File: config.mk
export PLATFORM = sky130hd
export DESIGN_NAME = assignments_collector
export DESIGN_NICKNAME = d
export VERILOG_FILES = /design/src/rtl/assignments_pkg.sv /design/src/rtl/assignments_store.sv /design/src/rtl/assignments_collector.sv
export SDC_FILE = /design/constraint.sdc
export NUM_CORES = 1
export LEC_CHECK = 0
export CAP_MARGIN = 10
export CORE_MARGIN = 8
export CORE_UTILIZATION = 55
export DETAILED_ROUTE_END_ITERATION = 10
export MAX_ROUTING_LAYER = met4
export PLACE_DENSITY = 0.73
export SYNTH_ARGS = -nofsm -noshare
export SYNTH_HDL_FRONTEND = slang
export SYNTH_SLANG_ARGS = --single-unit
export TNS_END_PERCENT = 1
File: constraint.sdc
create_clock -name clk_in -period 11.5 [get_ports clk_in]
set_clock_uncertainty 0.2 [all_clocks]
set_input_delay 3.45 -clock clk_in [delete_from_list [all_inputs] [get_ports clk_in]]
set_output_delay 3.45 -clock clk_in [all_outputs]
set_load 0.01 [all_outputs]
File: src/rtl/assignments_pkg.sv
// Shared types and sizes for the nonogram assignment collector.
// Word width, store depth and index width live here.
package assignments_pkg;

  localparam int ASSIGN_WIDTH = 20;
  localparam int ASSIGN_DEPTH = 20;
  localparam int ASSIGN_IDX_W = 6;

  typedef logic [ASSIGN_WIDTH-1:0] assignment_t;

  typedef enum logic [1:0] {
    IDLE    = 2'd0,
    COLLECT = 2'd1,
    READY   = 2'd2,
    ERROR   = 2'd3
  } collector_state_t;

endpackage

File: src/rtl/assignments_store.sv
// DEPTH x WIDTH register array: one write port, one registered read port.
// Synchronous clear wipes every entry and the read register.
module assignments_store
  import assignments_pkg::*;
#(
  parameter int WIDTH = ASSIGN_WIDTH,
  parameter int DEPTH = ASSIGN_DEPTH,
  parameter int IDX_W = ASSIGN_IDX_W
) (
  input  logic             clk_i,
  input  logic             clr_i,
  input  logic             we_i,
  input  logic [IDX_W-1:0] waddr_i,
  input  logic [WIDTH-1:0] wdata_i,
  input  logic [IDX_W-1:0] raddr_i,
  output logic [WIDTH-1:0] rdata_o
);

  localparam int AW = $clog2(DEPTH);
  localparam logic [IDX_W-1:0] DEPTH_C = IDX_W'(DEPTH);

  logic [WIDTH-1:0] mem_q [DEPTH];
  logic [WIDTH-1:0] rdata_q;

  // Write port and registered read; read sees the pre-write value.
  always_ff @(posedge clk_i) begin
    if (clr_i) begin
      for (int i = 0; i < DEPTH; i++) begin
        mem_q[i] <= '0;
      end
      rdata_q <= '0;
    end else begin
      if (we_i && (waddr_i < DEPTH_C)) begin
        mem_q[waddr_i[AW-1:0]] <= wdata_i;
      end
      if (raddr_i < DEPTH_C) begin
        rdata_q <= mem_q[raddr_i[AW-1:0]];
      end else begin
        rdata_q <= '0;
      end
    end
  end

  assign rdata_o = rdata_q;

endmodule

File: src/rtl/assignments_collector.sv
// Receive side of the assignment stream: in-order capture, status, read port.
// Define ASSIGN_CHECKSUM_EN to add the running-XOR checksum_out port.
module assignments_collector
  import assignments_pkg::*;
#(
  parameter int WIDTH = ASSIGN_WIDTH,
  parameter int DEPTH = ASSIGN_DEPTH,
  parameter int IDX_W = ASSIGN_IDX_W
) (
  input  logic             clk_in,
  input  logic             reset_in,
  input  logic             arm_in,
  input  logic [WIDTH-1:0] assignment_in,
  input  logic [IDX_W-1:0] index_in,
  input  logic             valid_in,
  input  logic             done_in,
  input  logic [IDX_W-1:0] rd_addr_in,
  output logic [WIDTH-1:0] rd_data_out,
  output logic [IDX_W-1:0] count_out,
  output logic             busy_out,
  output logic             ready_out,
  output logic             error_out
`ifdef ASSIGN_CHECKSUM_EN
  ,
  output logic [WIDTH-1:0] checksum_out
`endif
);

  localparam logic [IDX_W-1:0] DEPTH_C = IDX_W'(DEPTH);

  collector_state_t state_q, state_d;
  logic [IDX_W-1:0] count_q, count_d;
  logic             wr_en;
  logic             bad;

  // Capture FSM: in-order check, overflow check, done evaluation.
  always_comb begin
    state_d = state_q;
    count_d = count_q;
    wr_en   = 1'b0;
    bad     = 1'b0;
    unique case (state_q)
      COLLECT: begin
        if (arm_in) begin
          count_d = '0;
        end else begin
          if (valid_in) begin
            if ((index_in == count_q) && (count_q < DEPTH_C)) begin
              wr_en   = 1'b1;
              count_d = count_q + IDX_W'(1);
            end else begin
              bad = 1'b1;
            end
          end
          if (bad) begin
            state_d = ERROR;
          end else if (done_in) begin
            state_d = (count_d == DEPTH_C) ? READY : ERROR;
          end
        end
      end
      default: begin
        if (arm_in) begin
          state_d = COLLECT;
          count_d = '0;
        end
      end
    endcase
  end

  // State and count registers.
  always_ff @(posedge clk_in) begin
    if (reset_in) begin
      state_q <= IDLE;
      count_q <= '0;
    end else begin
      state_q <= state_d;
      count_q <= count_d;
    end
  end

`ifdef ASSIGN_CHECKSUM_EN
  logic [WIDTH-1:0] csum_q, csum_d;

  // Running XOR of accepted words, restarted on every arm.
  always_comb begin
    csum_d = csum_q;
    if (arm_in) begin
      csum_d = '0;
    end else if (wr_en) begin
      csum_d = csum_q ^ assignment_in;
    end
  end

  // Checksum register.
  always_ff @(posedge clk_in) begin
    if (reset_in) begin
      csum_q <= '0;
    end else begin
      csum_q <= csum_d;
    end
  end

  assign checksum_out = csum_q;
`endif

  assignments_store #(
    .WIDTH (WIDTH),
    .DEPTH (DEPTH),
    .IDX_W (IDX_W)
  ) u_store (
    .clk_i   (clk_in),
    .clr_i   (reset_in),
    .we_i    (wr_en),
    .waddr_i (index_in),
    .wdata_i (assignment_in),
    .raddr_i (rd_addr_in),
    .rdata_o (rd_data_out)
  );

  assign count_out = count_q;
  assign busy_out  = (state_q == COLLECT);
  assign ready_out = (state_q == READY);
  assign error_out = (state_q == ERROR);

endmodule

# Word-level counts from Yosys, hierarchy flattened
# Memory sizes are Yosys's and may differ from the RTL's. A register that Yosys moved wholly into a read port is not among the register bits.
# Index checks and enable logic that the tools add are counted.
dict set report word_totals {
  ram_bits 400
  wordCells 50
  ff_bits 8
  mem_count 1
}
# memory depth width read_ports rd_ports_with_merged_regs wr line
set mem_list {}
lappend mem_list {u_store.mem_q 20 20 1 1 20 assignments_store.sv:22} ;# logic [WIDTH-1:0] mem_q [DEPTH];
dict set report op_classes {
  eq_ne 6
  n_reduce_logical 7
  magnitude_cmp 3
  n_bitwise 1
  muxes 29
  addsub 1
}
# op count
set op_table {}
lappend op_table {{6-bit two-way mux} 7}
lappend op_table {{20-bit two-way mux} 1}
lappend op_table {{20-bit OR reduction} 1}
lappend op_table {{6-bit by 5-bit less-than comparator with 1-bit output (second input constant)} 3}
lappend op_table {{1-bit two-way mux} 15}
lappend op_table {{2-bit two-way mux} 5}
lappend op_table {{6-bit by 1-bit adder with 6-bit output (second input constant)} 1}
lappend op_table {{6-bit by 5-bit == test with 1-bit output (second input constant)} 1}
lappend op_table {{6-bit == test} 1}
lappend op_table {{5-bit two-way mux} 1}
lappend op_table {{2-bit == test (second input constant)} 2}
lappend op_table {{3-bit AND reduction} 1}
lappend op_table {{3-bit nonzero test} 1}
lappend op_table {{2-bit by 1-bit == test with 1-bit output (second input constant)} 1}
lappend op_table {{1-bit logical AND} 2}
lappend op_table {{2-bit inequality test (second input constant)} 1}
lappend op_table {{2-bit nonzero test} 1}
lappend op_table {{2-bit OR reduction} 1}
lappend op_table {{1-bit NOT} 1}

# Depth between registers and ports, before layout
dict set report depth {
  ltp_word 12
  ltp_mapped 9
}

# Hierarchy
# A second synthesis with hierarchy kept.
dict set report unflattened {
  hier_cells 1681
  area_unflattened_um2 27984.3
}
# module cells_each instances seq_area_each_um2 area_per_inst_um2
set modules_own_cells {}
lappend modules_own_cells {assignments_store 1603 1 19258.5 27360.0}
lappend modules_own_cells {assignments_collector 78 1 160.2 624.3}

# Worst setup path after synthesis
# No wires, ideal clock.
dict set report synth_path {
  path_type {input -> register}
  startpoint {in index_in[2]}
  endpoint {mem u_store.mem_q[3][0] (netlist bit), enable pin}
  setup_slack_ps 4416
  required_time_ps 10872
  cell_stages 8
  arrival_ps 6455
  cell_sequence {buf_6 or2_4 buf_6 a2111oi_4 o2111a_1 buf_2 nand3_2 o31ai_1}
}
# element line
set synth_lines {}
lappend synth_lines {{start: declaration} assignments_collector.sv:14} ;# input logic [IDX_W-1:0] index_in,
lappend synth_lines {{end: declaration} assignments_store.sv:22}

==> out/metrics.cfg <==
[run_status]
status = finished clean

[finish]
layout_common_cells = edfxtp_1, nor2_1, nor3_1
nFillCells = 2624
area.growth.synth_to_final_pct = 11.9
final_common_cell = edfxtp_1
seq_area_um2 = 12600
layout-drive-gt1-share_pct = 13.3
multi_input_area_um2 = 6240
n_antenna_cell = 0
fin_nets = 1489

[clock_network]
clock_sinks = 428
h-tree-depth = 2
cts_setup_buffers = 0
root_buffer = clkbuf_16
clockBufferDepth = 3
cts_buffers = 43
tritoncts = done
clk_latency_ns = 0.56
post_cts_resized = 0
cts.clk_slew.worst_paths_ns = 0.06
hold_buffers = 0

[yosys]
synth.distinct_cells = 49
synth_seq_cells = 428
synth_edf_count = 400
syn_area_um2 = 19200
synth_warnings = 0
syn_nets = 1489
syn_area_per_cell_um2 = 13.3
synthArstFlopShare_pct = 0
syn_inst = 1450
yosysSeqAreaShare_pct = 65.3
synthFlopType = edfxtp_1

[sta]
setup_violations = 0
rsz0062_at_grt = false
relSlewSlack_pct = 22.5
tightest_slew_ns = 1.16
hold_violations = 0
setup-tns-final_ns = 0
drv_slew = 0
timing.final.crit_share_pct = 67.9
fmax_mhz = 128
min_period_ns = 7.80
hold_ws_ns = 0.312

[power_and_ir_drop]
power.density_nw_per_um2 = 155
ir_drop_mv = 0.155
p_leak_nw = 7.28

[setup_path]
path_delay_family = simple AND/OR/NAND/NOR gates
worstPathRequired_ns = 11.46
critPathBufInv = 2
critPathLaunchType = input port
critical_path_class = input port to flip-flop
crit_fanout = 65
endpoint_kind = flip-flop
path_cells = clkdlybuf4s50_1, buf_4, or2_4, nor4b_4, o2111a_1, nand3_1, o21ai_2
critical_path_arrival_ns = 7.76
critical-path-max-stage-delay_ns = 1.13
cpMaxStageDelayCell = o21ai_2

[place]
io_buffers = 65
place_congestion = 0.938
hpwl_um = 32100

[drt]
drc = 0
vias_per_cell = 6.22
initialDrtViolationCount = 1447
drt_wl_total_um = 49800
vias = 12000
first_pass_iters = 5
detail-route-antenna-nets = 0
routedWlPerCell_um = 25.8

[floorplan]
fp.dieH_um = 203
die-area_um2 = 41200
rows = 68
boundaryPins = 66
chipWidth_um = 203
start_util_pct = 55.7
core_area_um2 = 34500

[global_route]
antenna_found_initial = 0
grt_usage_pct = 24.8
grt_pass1_vias = 11900
grt_overflow = 0
grt_start_max_net_pins = 66
grt_pass1_wl_um = 74300

[hold_path]
hp-class = flip-flop to flip-flop

[flow_run]
cap_violations = 0

==> kinds of logic after synthesis <==
family	after synthesis	share of synthesized area, %
AO/OA/AOI/OAI	115	4.32
XOR/XNOR	6	0.273
adder cells (fa/ha/maj)	2	0.130
buffers and inverters	139	3.00
flip-flops	428	65.3
multiplexers	141	11.4
AND/OR/NAND/NOR	619	15.6
==> area by class of cell <==
| cell class | instances | area share [%] |
|---|---|---|
| clock buffers | 55 | 5.30 |
| repair buffers | 90 | 3.89 |
| multi-input cells | 883 | 29.0 |
| well taps | 455 | 2.64 |
| clock inverters | 18 | 0.755 |
| flip-flops and latches | 428 | 58.4 |
| inverters | 4 | 0.0697 |
==> layer usage <==
metal  part of all wire, %  vias up  global-route usage, %
met3                   9.1      129                   4.54
met1                    39     5954                   32.2
li1                      -     5340                      -
met4                   5.6        0                   12.3
met2                    46      595                   37.3
met5                     0        -                      -
==> through the flow <==
| step | instance area (µm²) | std cells | power (mW) | utilization [%] | setup slack [ns] |
|---|---|---|---|---|---|
| 6_report | 21500 | 1933 | 3.34 | 62.3 | 3.70 |
| 5_1_grt | 21500 | 1933 | 3.43 | 62.3 | 3.40 |
| 4_1_cts | 21500 | 1933 | 3.35 | 62.3 | 3.74 |
| 3_5_place_dp | 20200 | 1860 | 2.05 | 58.6 | 3.19 |
| 3_3_place_gp | 20200 | 1860 | 2.05 | 58.6 | 3.33 |
| 2_1_floorplan | 19200 | 1450 | 1.94 | - | 4.42 |
==> synthesized netlist by cell type (3+ instances only) <==
| cell | count | share of area (%) |
|---|---|---|
| nand3_1 | 29 | 0.75 |
| o2111ai_1 | 4 | 0.18 |
| mux2i_1 | 60 | 3.1 |
| a31oi_1 | 22 | 0.71 |
| nor2b_1 | 29 | 0.94 |
| xor2_1 | 4 | 0.18 |
| nor2_1 | 210 | 4.1 |
| nand2_1 | 80 | 1.6 |
| edfxtp_1 | 400 | 62 |
| o31ai_1 | 7 | 0.27 |
| or2_2 | 5 | 0.16 |
| nor3b_1 | 3 | 0.12 |
| clkbuf_1 | 86 | 1.7 |
| nor3_1 | 123 | 3.2 |
| a22oi_1 | 20 | 0.78 |
| buf_6 | 4 | 0.23 |
| buf_1 | 24 | 0.47 |
| a211oi_1 | 21 | 0.82 |
| mux2_2 | 21 | 1.2 |
| nand2b_1 | 41 | 1.3 |
| dfxtp_1 | 28 | 2.9 |
| inv_1 | 4 | 0.078 |
| mux4_2 | 60 | 7.0 |
| and2_1 | 83 | 2.7 |
| o21ai_0 | 6 | 0.16 |
| buf_2 | 21 | 0.55 |
| a21oi_1 | 24 | 0.62 |
==> power by group <==
part / internal (mW) / switching (mW)
logic: 0.0867 / 0.170
clock network: 0.746 / 0.579
registers: 1.75 / 0.0147
total: 2.58 / 0.763
==> final timing paths <==
| check | from | end | slack, ns | cells after the start |
|---|---|---|---|---|
| max reg2reg | state_q[0] | u_store.mem_q[0][16] | 7.15 | 5 |
| min | count_out[5] | count_out[5] | 0.31 | 1 |
| max | index_in[2] | u_store.mem_q[0][16] | 3.70 | 7 |
| min reg2reg | count_out[5] | count_out[5] | 0.31 | 1 |
==> registers in the layout (all words and copies together), names as in the netlist <==
signal,flops
u_store.rdata_o,20
u_store.mem_q,400
count_out,6
state_q,2
(Power assumes the default switching activity.)
